[config.mk]
export PLATFORM = sky130hd
export DESIGN_NAME = multicycle_control
export DESIGN_NICKNAME = d
export VERILOG_FILES = /design/src/rtl/multicycle_control.sv
export SDC_FILE = /design/constraint.sdc
export NUM_CORES = 1
export LEC_CHECK = 0
export ABC_CLOCK_PERIOD_IN_PS = 3900
export CAP_MARGIN = 10
export CORE_MARGIN = 4
export CORE_UTILIZATION = 50
export DETAILED_ROUTE_END_ITERATION = 8
export PLACE_DENSITY = 0.85
export SETUP_SLACK_MARGIN = 0.1
export SYNTH_ARGS = -nofsm -noshare
export SYNTH_HDL_FRONTEND = slang
export SYNTH_SLANG_ARGS = --single-unit
[constraint.sdc]
create_clock -name clk -period 3.9 [get_ports clk]
set_input_delay 0.39 -clock clk [delete_from_list [all_inputs] [get_ports clk]]
set_output_delay 0.39 -clock clk [all_outputs]
set_load 0.02 [all_outputs]
[src/rtl/multicycle_control.sv]
// Multicycle CPU control FSM: Moore decode of the registered state, with IRWrite/PCWrite qualified by mem_ready in FETCH.
// Optional ILLEGAL_OP_TRAP_EN adds a sticky TRAP state and the illegal output for unrecognised opcodes.
module multicycle_control (
    input  logic       clk,
    input  logic       rst_n,
    input  logic [6:0] opcode,
    input  logic       mem_ready,
    output logic       PCWrite,
    output logic       PCWriteCond,
    output logic       IorD,
    output logic       MemRead,
    output logic       MemWrite,
    output logic       IRWrite,
    output logic       MemtoReg,
    output logic       PCSource,
    output logic       ALUSrcA,
    output logic       RegWrite,
    output logic [1:0] ALUOp,
    output logic [1:0] ALUSrcB,
    output logic [3:0] state
`ifdef ILLEGAL_OP_TRAP_EN
    ,
    output logic       illegal
`endif
);

    localparam logic [6:0] OP_LW   = 7'b0000011;
    localparam logic [6:0] OP_SW   = 7'b0100011;
    localparam logic [6:0] OP_RTYP = 7'b0110011;
    localparam logic [6:0] OP_BEQ  = 7'b1100011;

    typedef enum logic [3:0] {
        RST    = 4'd0,
        FETCH  = 4'd1,
        DECODE = 4'd2,
        MEMADR = 4'd3,
        MEMRD  = 4'd4,
        MEMWB  = 4'd5,
        MEMWR  = 4'd6,
        EXEC   = 4'd7,
        ALUWB  = 4'd8,
        BRANCH = 4'd9
`ifdef ILLEGAL_OP_TRAP_EN
        ,
        TRAP   = 4'd10
`endif
    } state_t;

    typedef struct packed {
        logic       fetch;
        logic       pc_cond;
        logic       iord;
        logic       mem_read;
        logic       mem_write;
        logic       mem_to_reg;
        logic       pc_source;
        logic       src_a;
        logic       reg_write;
        logic [1:0] alu_op;
        logic [1:0] src_b;
`ifdef ILLEGAL_OP_TRAP_EN
        logic       trap;
`endif
    } ctrl_t;

    state_t     st_q;
    state_t     nxt;
    ctrl_t      ctrl_q;
    logic [6:0] op_q;

    function automatic state_t next_of(state_t s, logic [6:0] op, logic [6:0] op_l, logic rdy);
        state_t n;
        n = FETCH;
        case (s)
            RST:    n = FETCH;
            FETCH:  n = rdy ? DECODE : FETCH;
            DECODE: begin
                if (op == OP_LW || op == OP_SW) n = MEMADR;
                else if (op == OP_RTYP)         n = EXEC;
                else if (op == OP_BEQ)          n = BRANCH;
`ifdef ILLEGAL_OP_TRAP_EN
                else                            n = TRAP;
`else
                else                            n = FETCH;
`endif
            end
            // Live opcode may have moved on; the lw/sw split uses the copy taken in DECODE
            MEMADR: n = (op_l == OP_LW) ? MEMRD : MEMWR;
            MEMRD:  n = rdy ? MEMWB : MEMRD;
            MEMWB:  n = FETCH;
            MEMWR:  n = rdy ? FETCH : MEMWR;
            EXEC:   n = ALUWB;
            ALUWB:  n = FETCH;
            BRANCH: n = FETCH;
`ifdef ILLEGAL_OP_TRAP_EN
            TRAP:   n = TRAP;
`endif
            default: n = FETCH;
        endcase
        return n;
    endfunction

    function automatic ctrl_t ctrl_of(state_t s);
        ctrl_t c;
        c = '0;
        case (s)
            FETCH: begin
                c.fetch    = 1'b1;
                c.mem_read = 1'b1;
                c.src_b    = 2'b01;
            end
            DECODE: c.src_b = 2'b11;
            MEMADR: begin
                c.src_a = 1'b1;
                c.src_b = 2'b10;
            end
            MEMRD: begin
                c.mem_read = 1'b1;
                c.iord     = 1'b1;
            end
            MEMWB: begin
                c.reg_write  = 1'b1;
                c.mem_to_reg = 1'b1;
            end
            MEMWR: begin
                c.mem_write = 1'b1;
                c.iord      = 1'b1;
            end
            EXEC: begin
                c.src_a  = 1'b1;
                c.alu_op = 2'b10;
            end
            ALUWB: c.reg_write = 1'b1;
            BRANCH: begin
                c.src_a     = 1'b1;
                c.alu_op    = 2'b01;
                c.pc_cond   = 1'b1;
                c.pc_source = 1'b1;
            end
`ifdef ILLEGAL_OP_TRAP_EN
            TRAP: c.trap = 1'b1;
`endif
            default: c = '0;
        endcase
        return c;
    endfunction

    assign nxt = next_of(st_q, opcode, op_q, mem_ready);

    // Outputs are registered from the state being entered, so they line up with st_q
    always_ff @(posedge clk or negedge rst_n) begin
        if (!rst_n) begin
            st_q   <= RST;
            op_q   <= '0;
            ctrl_q <= '0;
        end else begin
            st_q   <= nxt;
            ctrl_q <= ctrl_of(nxt);
            if (st_q == DECODE) op_q <= opcode;
        end
    end

    assign state       = st_q;
    assign PCWrite     = ctrl_q.fetch & mem_ready;
    assign IRWrite     = ctrl_q.fetch & mem_ready;
    assign PCWriteCond = ctrl_q.pc_cond;
    assign IorD        = ctrl_q.iord;
    assign MemRead     = ctrl_q.mem_read;
    assign MemWrite    = ctrl_q.mem_write;
    assign MemtoReg    = ctrl_q.mem_to_reg;
    assign PCSource    = ctrl_q.pc_source;
    assign ALUSrcA     = ctrl_q.src_a;
    assign RegWrite    = ctrl_q.reg_write;
    assign ALUOp       = ctrl_q.alu_op;
    assign ALUSrcB     = ctrl_q.src_b;
`ifdef ILLEGAL_OP_TRAP_EN
    assign illegal     = ctrl_q.trap;
`endif

endmodule

==> out/results.txt <==
status: completed
clk sinks: 22
drt first pass iters: 4
share of the synthesized area in the top cell type: 53.6%
TNS Setup: 0 ns
worst-path maximum fanout: 6
GRT overflow: 0
syn avg cell area: 11.4 µm²
Post-Place Cells: 137
Power, Total: 0.909 mW
Num CTS Buffers: 3
Slowest-stage cell, CP: clkdlybuf4s50_1
Skew-Pair Late Insertion Delay: 0.30 ns
H-tree depth: 1
first-pass GRT wire length: 3.44 mm
crit start category: primary input
Placement Setup Slack: 1.80 ns
1st-iter DRT viols: 6
DP HPWL: 1.62 mm
layout cells sized above 1: 15.8%
vias in the first global route: 768
fin crit period: 2.10 ns
Required @ worst endpoint: 3.51 ns
Post-synth EDFFs: 0
Slew HR: 37.0%
Synth Flop Type: dfrtp_1
commonest non-fill, non-tap cell in the layout: clkdlybuf4s50_1
Post-layout nets: 125
Gate Count Post-Synth: 90
largest net degree at the start of global routing: 23
final hold violation count: 0
FP Rows: 16
final setup violating endpoints: 0
Tot GR Track Use: 16.7%
cell taking the most area after synthesis: dfrtp_1
I/O pin cnt: 28
GP Congestion: 0.834
Worst VDD drop: 385 µV
max-slew violations: 0
WL final: 2.06 mm
Final Non-Filler Cells: 141
Seq cells post-synth: 22
ANT cells: 0
Arr. time, crit path: 1.71 ns
Fmax: 476 MHz
Least-Margin Pin Slew: 0.941 ns
syn nets: 100
routed vias: 753
Port Buffers: 27
synthesis-to-layout area growth: 29.2%
Layout fillers: 160
power density over cell area: 685 mW/mm²
initial core utilization: 52.4%
Chip Width: 53.3 µm
Root Driver: clkbuf_4
largest cells by area after synthesis: dfrtp_1 54%, mux2_2 7.7%, buf_4 4.4%
core box area: 0.00196 mm²
Setup WS post-layout: 1.80 ns
most frequent cells in the layout: 27 x clkdlybuf4s50_1, 22 x dfrtp_1, 8 x nor2_1
critical path class: primary input to primary output
Die Ht: 53.3 µm
WHS: 0.517 ns
Reg clk slew, reported paths: 0.12 ns
post-synthesis sequential area ratio: 53.6%
drc violations: 0
fin crit share: 53.8%
Longest Clk Path Bufs: 2
Max Clock Skew: 0.00165 ns
Critical Path End Type: primary output
CP max stage delay: 0.60 ns
asr flop ratio synth: 100%
CP Cell Sequence: clkdlybuf4s50_1, and2_1, clkdlybuf4s50_1
Leakage: 0.576 nW
antenna violations before repair: 0
post_cts resized: 0
routed len/inst: 14.6 µm
yosys warns: 0
max_cap viols: 0
Mapped Area: 0.00103 mm²
hold crit path type: flip-flop to flip-flop
CTS tree: done
Crit path top cell by count: clkdlybuf4s50_1
Avg Vias per Cell: 5.34
Die ar.: 0.00284 mm²
Detail Route Antenna Nets: 0
Post-CTS Hold Buffers: 0
Post-CTS Setup Inserts: 0
RSZ-0062 raised after global routing: false
synth unique cells: 29
## metrics by stage
stage | instance area [µm²] | utilization [%]
finish | 1330 | 67.7
global route | 1330 | 67.7
CTS | 1330 | 67.7
detailed placement | 1270 | 65.0
global placement | 1270 | 65.0
floorplan | 1030 | -
## Yosys cell counts (2+ instances only)
master	instances
dfrtp_1	22
nor2_1	8
mux2_2	7
buf_4	6
nand2_1	6
nor2b_1	5
a21oi_1	4
inv_1	4
and2_1	3
nand2b_1	3
o21a_1	2
o21ai_0	2
or2_2	2
## cells by family (layout without fill, tap and decap cells)
family / count (synthesis) / after routing / share of synthesized area [%]
AND/OR/NAND/NOR: 35 / 35 / 21.0
flip-flops: 22 / 22 / 53.6
AO/OA/AOI/OAI: 15 / 15 / 10.8
buffers and inverters: 11 / 35 / 6.94
multiplexers: 7 / 7 / 7.67
## critical path, delay by kind of cell
kind                   cells  cell delay, ns
and+or+nand+nor            1            0.17
buffers and inverters      2            1.15
## power breakdown
part           switching [mW]  internal, mW
combinational           0.176         0.194
sequential             0.0609         0.309
clock                  0.0659         0.104
total                   0.303         0.606
## sequential cells by signal, summed over array words and instances, names as in the netlist, 2 cells and up
signal   cells
ALUSrcB      2
state        4
ALUOp        2
op_q         7
## final timing paths
path                            startpoint         end  slack, ns  depth (start not counted)
worst min register to register     op_q[6]     op_q[6]       0.52                          1
worst min-delay path               op_q[6]     op_q[6]       0.52                          1
max in group asynchronous            rst_n    ALUOp[0]       2.73                          1
worst max register to register    state[0]  ALUSrcB[1]       1.90                          5
worst max-delay path             mem_ready     PCWrite       1.80                          3
min in group asynchronous            rst_n    RegWrite       0.60                          1
## metal layers
metal  global-route usage (%)  up-vias  wire (µm)
met1                     19.7      366        827
met3                     2.54        8        102
met5                        0        -          0
li1                         -      356          -
met4                     6.81        0         70
met2                     29.6       23       1060
## area by class of cell
class | instances | area [µm²] | share of cell area (%)
clock buffers | 3 | 22.5 | 1.70
clock inverters | 1 | 30.0 | 2.26
inverters | 4 | 15.0 | 1.13
multi-input cells | 57 | 405 | 30.5
flip-flops and latches | 22 | 551 | 41.5
well taps | 27 | 33.8 | 2.54
repair buffers | 27 | 270 | 20.4
(Power assumes the default switching activity.)
